$ cat config.mk
export PLATFORM = sky130hd
export DESIGN_NAME = pnr_sysbus_master
export DESIGN_NICKNAME = d
export VERILOG_FILES = /design/src/rtl/pnr_sysbus_master.sv
export SDC_FILE = /design/constraint.sdc
export NUM_CORES = 1
export LEC_CHECK = 0
export CAP_MARGIN = 15
export CORE_ASPECT_RATIO = 2
export CORE_MARGIN = 3
export CORE_UTILIZATION = 60
export DETAILED_ROUTE_END_ITERATION = 8
export DONT_BUFFER_PORTS = 1
export HOLD_SLACK_MARGIN = 0.15
export PLACE_DENSITY = 0.78
export SETUP_SLACK_MARGIN = 0.1
export SYNTH_ARGS = -nofsm -noshare
export SYNTH_HDL_FRONTEND = slang
export SYNTH_SLANG_ARGS = --single-unit
export TNS_END_PERCENT = 100
$ cat constraint.sdc
create_clock -name clk_i -period 5.55 [get_ports clk_i]
set_clock_uncertainty 0.2 [all_clocks]
set_input_delay 0.2775 -clock clk_i [delete_from_list [all_inputs] [get_ports clk_i]]
set_output_delay 0.2775 -clock clk_i [all_outputs]
set_load 0.01 [all_outputs]
$ cat src/rtl/pnr_sysbus_master.sv
// pnr_sysbus_master: single-outstanding system-bus initiator.
// Takes read/write commands on a valid/ready port and issues a one-cycle
// strobe on the system bus. It then waits for sys_ack, or gives up after
// TIMEOUT cycles, and returns the read data and status on a valid/ready
// response port.
module pnr_sysbus_master #(
    parameter int TIMEOUT = 64
) (
    input  logic        clk_i,
    input  logic        rstn_i,
    input  logic        cmd_valid,
    output logic        cmd_ready,
    input  logic        cmd_write,
    input  logic [31:0] cmd_addr,
    input  logic [31:0] cmd_wdata,
    output logic        rsp_valid,
    input  logic        rsp_ready,
    output logic [31:0] rsp_rdata,
    output logic        rsp_err,
    output logic        rsp_timeout,
    output logic        busy,
    output logic [31:0] sys_addr,
    output logic [31:0] sys_wdata,
    output logic        sys_wen,
    output logic        sys_ren,
    input  logic [31:0] sys_rdata,
    input  logic        sys_err,
    input  logic        sys_ack
);

    localparam int CNT_W = $clog2(TIMEOUT + 1);
    localparam logic [CNT_W-1:0] CNT_MAX  = CNT_W'(TIMEOUT);
    // cnt holds (cycle - 1) while in WAIT, counting the strobe cycle as
    // cycle 1. The wait therefore gives up in the cycle numbered TIMEOUT,
    // and the response appears in cycle TIMEOUT+1.
    localparam logic [CNT_W-1:0] CNT_LAST = CNT_W'(TIMEOUT - 1);

    typedef enum logic [1:0] {
        S_IDLE   = 2'd0,
        S_STROBE = 2'd1,
        S_WAIT   = 2'd2,
        S_RESP   = 2'd3
    } state_t;

    state_t           state;
    state_t           state_nxt;
    logic [CNT_W-1:0] cnt;
    logic             wr_q;
    logic             accept;
    logic             ack_take;
    logic             to_take;
    logic             rsp_done;

    function automatic logic [CNT_W-1:0] sat_inc(input logic [CNT_W-1:0] v);
        return (v == CNT_MAX) ? v : v + CNT_W'(1);
    endfunction

    // State register
    always_ff @(posedge clk_i or negedge rstn_i) begin
        if (!rstn_i) begin
            state <= S_IDLE;
        end else begin
            state <= state_nxt;
        end
    end

    // Next-state decode
    always_comb begin
        state_nxt = state;
        case (state)
            S_IDLE:   if (accept) state_nxt = S_STROBE;
            S_STROBE: state_nxt = ack_take ? S_RESP : S_WAIT;
            S_WAIT:   if (ack_take || to_take) state_nxt = S_RESP;
            S_RESP:   if (rsp_done) state_nxt = S_IDLE;
            default:  state_nxt = S_IDLE;
        endcase
    end

    // Handshake and event decode; ack is only honoured while a strobe is outstanding
    always_comb begin
        cmd_ready = (state == S_IDLE) && rstn_i;
        accept    = cmd_valid && cmd_ready;
        ack_take  = sys_ack && ((state == S_STROBE) || (state == S_WAIT));
        to_take   = (state == S_WAIT) && !sys_ack && (cnt >= CNT_LAST);
        rsp_done  = (state == S_RESP) && rsp_ready;
    end

    // Bus-side registers: address/data latched on accept, strobes last one cycle
    always_ff @(posedge clk_i or negedge rstn_i) begin
        if (!rstn_i) begin
            sys_addr  <= '0;
            sys_wdata <= '0;
            sys_wen   <= 1'b0;
            sys_ren   <= 1'b0;
            wr_q      <= 1'b0;
        end else begin
            sys_wen <= accept && cmd_write;
            sys_ren <= accept && !cmd_write;
            if (accept) begin
                sys_addr  <= cmd_addr;
                sys_wdata <= cmd_wdata;
                wr_q      <= cmd_write;
            end
        end
    end

    // Ack-wait counter
    always_ff @(posedge clk_i or negedge rstn_i) begin
        if (!rstn_i) begin
            cnt <= '0;
        end else if (accept) begin
            cnt <= '0;
        end else if (state == S_STROBE) begin
            cnt <= CNT_W'(1);
        end else if ((state == S_WAIT) && !ack_take && !to_take) begin
            cnt <= sat_inc(cnt);
        end
    end

    // Response capture; fields stay untouched until the next capture
    always_ff @(posedge clk_i or negedge rstn_i) begin
        if (!rstn_i) begin
            rsp_rdata   <= '0;
            rsp_err     <= 1'b0;
            rsp_timeout <= 1'b0;
            rsp_valid   <= 1'b0;
            busy        <= 1'b0;
        end else begin
            rsp_valid <= (state_nxt == S_RESP);
            busy      <= (state_nxt != S_IDLE);
            if (ack_take) begin
                rsp_rdata   <= wr_q ? 32'h0 : sys_rdata;
                rsp_err     <= sys_err;
                rsp_timeout <= 1'b0;
            end else if (to_take) begin
                rsp_rdata   <= 32'h0;
                rsp_err     <= 1'b1;
                rsp_timeout <= 1'b1;
            end
        end
    end

endmodule

==> results of run 1 <==
[stage by stage]
step                util, %  cell area (sq um)  instances  worst slack (ns)
detailed placement     62.8               4770        453              2.97
global placement       62.8               4770        453              3.09
floorplan                 -               4720        378              3.42
[cell families after synthesis]
logic type                 Yosys count  synth area share (%)
xor gates and xnor gates             1                 0.186
and+or+nand+nor                     73                  7.77
AOI/OAI and AO/OA                   88                  12.2
adders and majority gates            8                  2.12
muxes                               66                  15.7
DFF                                112                  59.4
buffers and inverters               30                  2.57
==> results.toml, run 1 <==
[placed_design]
portBuffers = 0
place_hpwl_um = 7460
gp_congestion = 0.805

[run_status]
failing_step = "4_1_cts"
tool.error = "[ERROR RSZ-0060] Max buffer count reached."
status = "aborted with a tool error"

[clocking]
cts_setup_buffers = 0
htreeDepth = 3
cts_root_buf = "clkbuf_16"
cts_repair_resize_count = 0
clockBufferDepth = 2
clkSinkCount = 112
cts_hold_buf = 101
cts_buffers = 9

[synth]
yosys-top-cells-count = "dfrtp_1 (112), mux2_2 (64), nand2_1 (39)"
ys.warnings.count = 0
yosys.area.top_type_share_pct = 59.4
synth-async-reset-ratio_pct = 100
synthTopCellsByArea = "dfrtp_1 (59%), mux2_2 (15%), a22oi_1 (5.1%)"
ys.flop_type = "dfrtp_1"
synth_edf_count = 0
synthMostInstantiatedCell = "dfrtp_1"
synth.net_count = 489
ys_ff_latch = 112
yosysSeqAreaShare_pct = 59.4
avgSynthCellArea_sq_um = 12.5
syn_inst = 378
yosys.cell_types.count = 45
netlist_area_sq_mm = 0.00472
synth_top_cell_by_area = "dfrtp_1"

[floorplan]
die_w_um = 68.7
die_y_um = 131
ios = 206
rows = 45
initial_core_util_pct = 62.1
==> inputs of run 2 (changes only) <==
--- a/config.mk
+++ b/config.mk
@@ -6,14 +6,11 @@
 export NUM_CORES = 1
 export LEC_CHECK = 0
 export CAP_MARGIN = 15
-export CORE_ASPECT_RATIO = 2
 export CORE_MARGIN = 3
-export CORE_UTILIZATION = 60
+export CORE_UTILIZATION = 40
 export DETAILED_ROUTE_END_ITERATION = 8
 export DONT_BUFFER_PORTS = 1
-export HOLD_SLACK_MARGIN = 0.15
-export PLACE_DENSITY = 0.78
-export SETUP_SLACK_MARGIN = 0.1
+export PLACE_DENSITY_LB_ADDON = 0.15
 export SYNTH_ARGS = -nofsm -noshare
 export SYNTH_HDL_FRONTEND = slang
 export SYNTH_SLANG_ARGS = --single-unit
==> run 2 against run 1 <==
Net effect: the run now ends clean; area after synthesis is the same; synthesized cell count stayed put.
==> results.toml, run 2 <==
[run_status]
status = "complete, no violations"

[timing]
rsz0062_at_grt = "false"
max_slew.worst_pin.slew_ns = 1.08
period_needed_ns = 2.90
hold_slack_ns = 0.0925
finalCritPeriodShare_pct = 52.2
setup_viol = 0
max_clock_freq_mhz = 345
drv_slew = 0
hold_viol_final = 0
slew_headroom_pct = 28.3
setup_tns_ns = 0

[route]
drc = 0
post_drt_via_cell_ratio = 5.37
wl_um = 11400
avgRoutedWirePerCell_um = 18.4
ant_nets = 0
dr.first_iter.drc_count = 174
vias = 3329
first_pass_iters = 4

[clocking]
cts_setup_buffers = 0
htreeDepth = 3
insertion_delay_ns = 0.35
clkSlewWorstSetupHoldPaths_ns = 0.07
cts_root_buf = "clkbuf_16"
clockBufferDepth = 2
cts_buffers = 9
clkSinkCount = 112
cts_tree = "done"

[placed_design]
portBuffers = 0
gp_congestion = 0.773
dpl.cell_count = 502
place_hpwl_um = 6880

[pwr]
p_seq_share_pct = 53.4
peakVddDrop_uv = 283
p_sw_mw = 1.11
power_density_mw_per_mm2 = 504
swShare_pct = 35.5
internal-power_mw = 2.02
cellLeakagePower_nw = 2.62
power.share.combinational_pct = 23.8
power_frac_clock_pct = 22.7

[critical_path]
cp.arrival_ns = 2.93
critPathRequiredTime_ns = 5.58
rr_worst_depth = 6
start_kind = "flop"
endpoint_kind = "flop"
cp_max_fo = 34
crit_type = "flop to flop"

[synth]
ys.flop_type = "dfrtp_1"
avgSynthCellArea_sq_um = 12.5
ys_ff_latch = 112
synth_top_cell_by_area = "dfrtp_1"
synthMostInstantiatedCell = "dfrtp_1"
synthTopCellsByArea = "dfrtp_1 (59%), mux2_2 (15%), a22oi_1 (5.1%)"
syn_inst = 378
yosys.cell_types.count = 45
synth_edf_count = 0
yosys.area.top_type_share_pct = 59.4
netlist_area_sq_mm = 0.00472
synth-async-reset-ratio_pct = 100
yosysSeqAreaShare_pct = 59.4
synth.net_count = 489
ys.warnings.count = 0
yosys-top-cells-count = "dfrtp_1 (112), mux2_2 (64), nand2_1 (39)"

[layout]
final_cell_mix = "dfrtp_1 (112), dlygate4sd3_1 (101), mux2_2 (64)"
layout_commonest_cell = "dfrtp_1"
nets = 583
syn2layout_area_growth_pct = 31.6
drive_gt1_share_pct = 19.7
reg_top3 = "rsp_rdata (32), sys_addr (32), sys_wdata (32)"
final_core_util_pct = 54.1
final_cells = 620
diodes = 0

[global_route]
antenna_found_initial = 0
grt_pass1_vias = 3451
overflow = 0
grt_usage_pct = 17.4
grt_start_max_net_pins = 113
grt_pass1_wl_um = 17800

[floorplan]
die_w_um = 115
rows = 39
die_y_um = 115
initial_core_util_pct = 41.1
ios = 206
die_area_sq_mm = 0.0131
coreArea_sq_mm = 0.0115

[hold_path]
holdPathStages = 4
hp-class = "input pin to flop"

[job]
cap_violations = 0
-- run 2: cell counts after synthesis --
No cell type changed its count.
-- run 2: repair_timing --
action | CTS | global route
gates resized for setup | 0 | 0
hold buffers | 102 | 0
hold endpoints to repair | 215 | 0
-- run 2: layout make-up --
cell class | count | area (sq um)
tap | 143 | 179
fill | 933 | 5260
sequential | 112 | 2800
inverter | 9 | 33.8
clock buffer | 10 | 239
timing repair buffer | 104 | 1050
multi-input combinational | 236 | 1810
clock inverter | 6 | 90.1
-- run 2: power groups by stage --
stage                     combinational (mW)  clock (mW)  sequential (mW)
after global routing                   0.845       0.761             1.72
after global placement                 0.644           0             1.68
final                                  0.746       0.711             1.67
after detailed placement               0.671           0             1.69
after floorplan                        0.570           0             1.58
after CTS                              0.751       0.731             1.67
-- run 2: cells by family after synthesis --
group,after synthesis,share of synthesized area (%)
adder cells (fa/ha/maj),8,2.12
AND/OR/NAND/NOR,73,7.77
XOR/XNOR,1,0.186
AO/OA/AOI/OAI,88,12.2
multiplexers,66,15.7
buffers and inverters,30,2.57
flip-flops,112,59.4
-- run 2: worst max-delay path, cell delays in order, from the launching register on --
cell and delay (ns):
dfrtp_1 0.46, ha_1 0.28, a21oi_1 0.24, nor2_1 0.07, o21a_1 0.55, o31a_1 0.41, dlygate4sd3_1 0.56
-- run 2: per-layer routing --
layer	GRT usage, %	part of all wire (%)	vias up
met5	0	0	-
met4	7.13	1.8	0
met3	5.02	6.3	16
met2	29.6	53	110
met1	20.6	39	1670
li1	-	-	1533
-- run 2: stage by stage --
step	area, sq um	setup slack, ns	power, mW
floorplan	4720	3.42	2.15
global placement	4840	2.94	2.33
detailed placement	4840	2.86	2.36
CTS	6210	2.64	3.16
global route	6210	2.47	3.33
finish	6210	2.65	3.13
-- run 2: worst paths after layout --
| path | startpoint | end | slack [ns] |
|---|---|---|---|
| setup / recovery | cnt[0] | rsp_err | 2.65 |
| hold / removal | sys_ack | rsp_valid | 0.09 |
| setup reg to reg | cnt[0] | rsp_err | 2.65 |
| hold reg to reg | wr_q | wr_q | 0.31 |
| max in group asynchronous | rstn_i | sys_addr[10] | 4.41 |
| min in group asynchronous | rstn_i | rsp_rdata[30] | 0.33 |
(Power assumes the default switching activity.)
==> inputs of run 3 (changes only) <==
--- a/config.mk
+++ b/config.mk
@@ -5,6 +5,7 @@
 export SDC_FILE = /design/constraint.sdc
 export NUM_CORES = 1
 export LEC_CHECK = 0
+export ABC_AREA = 1
 export CAP_MARGIN = 15
 export CORE_MARGIN = 3
 export CORE_UTILIZATION = 40
==> constraint.sdc (replaced) <==
create_clock -name clk_i -period 2.6 [get_ports clk_i]
set_clock_uncertainty 0.2 [all_clocks]
set_input_delay 0.13 -clock clk_i [delete_from_list [all_inputs] [get_ports clk_i]]
set_output_delay 0.13 -clock clk_i [all_outputs]
set_load 0.01 [all_outputs]
==> run 3 against run 2 <==
Net effect: the run now ends with negative hold slack left; flip-flop and latch count unchanged; register-to-register slack got worse by 2.2 ns; utilization increased by 0.24 points; largest power group unchanged; sequential power increased by 110%; worst hold slack got worse by 0.81 ns; fmax increased by 36%; critical path depth increased by 4; first-iteration DRC count increased by 17%.
==> results.toml, run 3 <==
[timing]
setup_tns_ns = 0
hold_slack_ns = -0.717
rsz0062_at_grt = "false"
max_clock_freq_mhz = 469
finalCritPeriodShare_pct = 81.9
period_needed_ns = 2.13
slew_headroom_pct = 57.2
setup_viol = 0
hold_viol_final = 112
max_slew.worst_pin.slew_ns = 0.642
drv_slew = 0

[layout]
diodes = 0
nets = 730
layout_commonest_cell = "nand2_1"
syn2layout_area_growth_pct = 29.7
final_cell_mix = "nand2_1 (214), dfrtp_1 (112), dlygate4sd3_1 (100)"
reg_top3 = "rsp_rdata (32), sys_addr (32), sys_wdata (32)"
drive_gt1_share_pct = 4.19
nFillCells = 982

[clocking]
cts_tree = "done"
clkSlewWorstSetupHoldPaths_ns = 0.06
clkSinkCount = 112
insertion_delay_ns = 0.34
cts_hold_buf = 100
htreeDepth = 3
cts_setup_buffers = 0
clockBufferDepth = 2
cts_buffers = 9
cts_root_buf = "clkbuf_16"
cts_repair_resize_count = 0

[global_route]
grt_start_max_net_pins = 114
grt_pass1_vias = 3785
grt_usage_pct = 18.3
grt_pass1_wl_um = 18900
antenna_found_initial = 0
overflow = 0

[route]
drc = 0
wl_um = 11500
vias = 3676
avgRoutedWirePerCell_um = 15.2
first_pass_iters = 4
ant_nets = 0
post_drt_via_cell_ratio = 4.84
dr.first_iter.drc_count = 204

[critical_path]
rr_worst_depth = 10
crit_type = "flop to flop"
start_kind = "flop"
regToRegStartpoint = "cnt[0]"
cp.arrival_ns = 2.21
crit_end = "cnt[5]"
rrSetupSlack_ns = 0.47
endpoint_kind = "flop"
worstSetupStartpoint = "cnt[0]"
critPathRequiredTime_ns = 2.68
reg2reg_to = "cnt[5]"
cp_max_fo = 37

[synth]
ys_ff_latch = 112
yosys.area.top_type_share_pct = 60.4
ys.flop_type = "dfrtp_1"
syn_inst = 530
synthTopCellsByArea = "dfrtp_1 (60%), nand2_1 (17%), nand3_1 (4.7%)"
yosys.cell_types.count = 24
synth.net_count = 641
yosys-top-cells-count = "nand2_1 (214), dfrtp_1 (112), inv_1 (53)"
synth-async-reset-ratio_pct = 100
yosysSeqAreaShare_pct = 60.4
synth_edf_count = 0
netlist_area_sq_mm = 0.00464
synth_top_cell_by_area = "dfrtp_1"
synthMostInstantiatedCell = "nand2_1"
avgSynthCellArea_sq_um = 8.76
ys.warnings.count = 0

[floorplan]
die_y_um = 114
initial_core_util_pct = 41.9
die_area_sq_mm = 0.0129
ios = 206
rows = 38
coreArea_sq_mm = 0.0111
die_w_um = 114

[pwr]
cellLeakagePower_nw = 3.13
power_mw = 6.27
power_density_mw_per_mm2 = 1040
peakVddDrop_uv = 502

[job]
cap_violations = 0

[placed_design]
portBuffers = 0
gp_congestion = 0.779
place_hpwl_um = 7360

[hold_path]
hp-class = "input pin to asynchronous set/reset pin"

[run_status]
violations = "negative hold slack"
status = "finished, violations left"
==> run 3: cell types whose count changed in the layout (fill, tap and decap cells not counted), sizes merged, moves of 5 or more <==
cell | previous run | this run
a21oi | 7 | 2
inv | 9 | 53
nor2 | 10 | 16
nand2 | 39 | 218
nand3 | 3 | 47
a22oi | 32 | 0
mux2 | 64 | 0
==> run 3: kinds of logic (layout without fill, tap and decap cells) <==
kind of cell / count (synthesis) / in the layout / share of synthesized area (%)
buffers and inverters: 78 / 168 / 6.47
AND/OR/NAND/NOR: 291 / 291 / 26.5
flip-flops: 112 / 112 / 60.4
AO/OA/AOI/OAI: 41 / 41 / 4.55
adder cells (fa/ha/maj): 8 / 8 / 2.16
==> run 3: critical path, cell delays in order (launching register included) <==
cell     delay (ns)
dfrtp_1        0.43
ha_1           0.26
nand3_2        0.11
nor2_1         0.05
nor2_1         0.15
nand2_2        0.08
nand2_4        0.31
nand3_4        0.19
nand2_4        0.13
nand3_1        0.07
nand2_1        0.09
==> run 3: power breakdown <==
part / leakage (nW) / switching, mW / internal (mW)
logic: 1.59 / 0.938 / 0.614
registers: 1.41 / 0.933 / 2.50
clock network: 0.130 / 0.555 / 0.724
total: 3.13 / 2.43 / 3.84
==> run 3: worst min-delay path by stage <==
stage	start	endpoint	slack [ns]	depth (start not counted)
after floorplan	rstn_i	busy	-0.37	0
after global placement	rstn_i	rsp_rdata[4]	-0.36	0
after detailed placement	rstn_i	rsp_rdata[7]	-0.36	0
after CTS	rstn_i	rsp_rdata[7]	-0.74	0
after global routing	rstn_i	rsp_rdata[7]	-0.75	0
final	rstn_i	rsp_rdata[7]	-0.72	0
==> run 3: layout make-up <==
cell class | instances | area (sq um) | area share, %
clock buffer | 10 | 229 | 3.80
clock inverter | 2 | 35.0 | 0.582
inverter | 53 | 199 | 3.30
multi-input combinational | 340 | 1550 | 25.7
sequential | 112 | 2800 | 46.5
tap | 140 | 175 | 2.91
timing repair buffer | 103 | 1040 | 17.2
==> run 3: per-layer routing <==
| layer | track usage, % | wire [um] | vias up |
|---|---|---|---|
| met5 | 0 | 0 | - |
| met4 | 7.45 | 213 | 0 |
| met3 | 6.10 | 998 | 18 |
| met2 | 29.8 | 5610 | 141 |
| met1 | 22.4 | 4700 | 1711 |
| li1 | - | - | 1806 |
==> run 3: metrics by stage <==
step | instance area (sq um) | setup WS, ns | util (%) | instances
5_1_grt | 6020 | 0.265 | 54.4 | 760
2_1_floorplan | 4640 | 0.771 | - | 530
3_5_place_dp | 4760 | 0.473 | 43.0 | 648
3_3_place_gp | 4760 | 0.527 | 43.0 | 648
6_report | 6020 | 0.470 | 54.4 | 760
4_1_cts | 6020 | 0.467 | 54.4 | 760
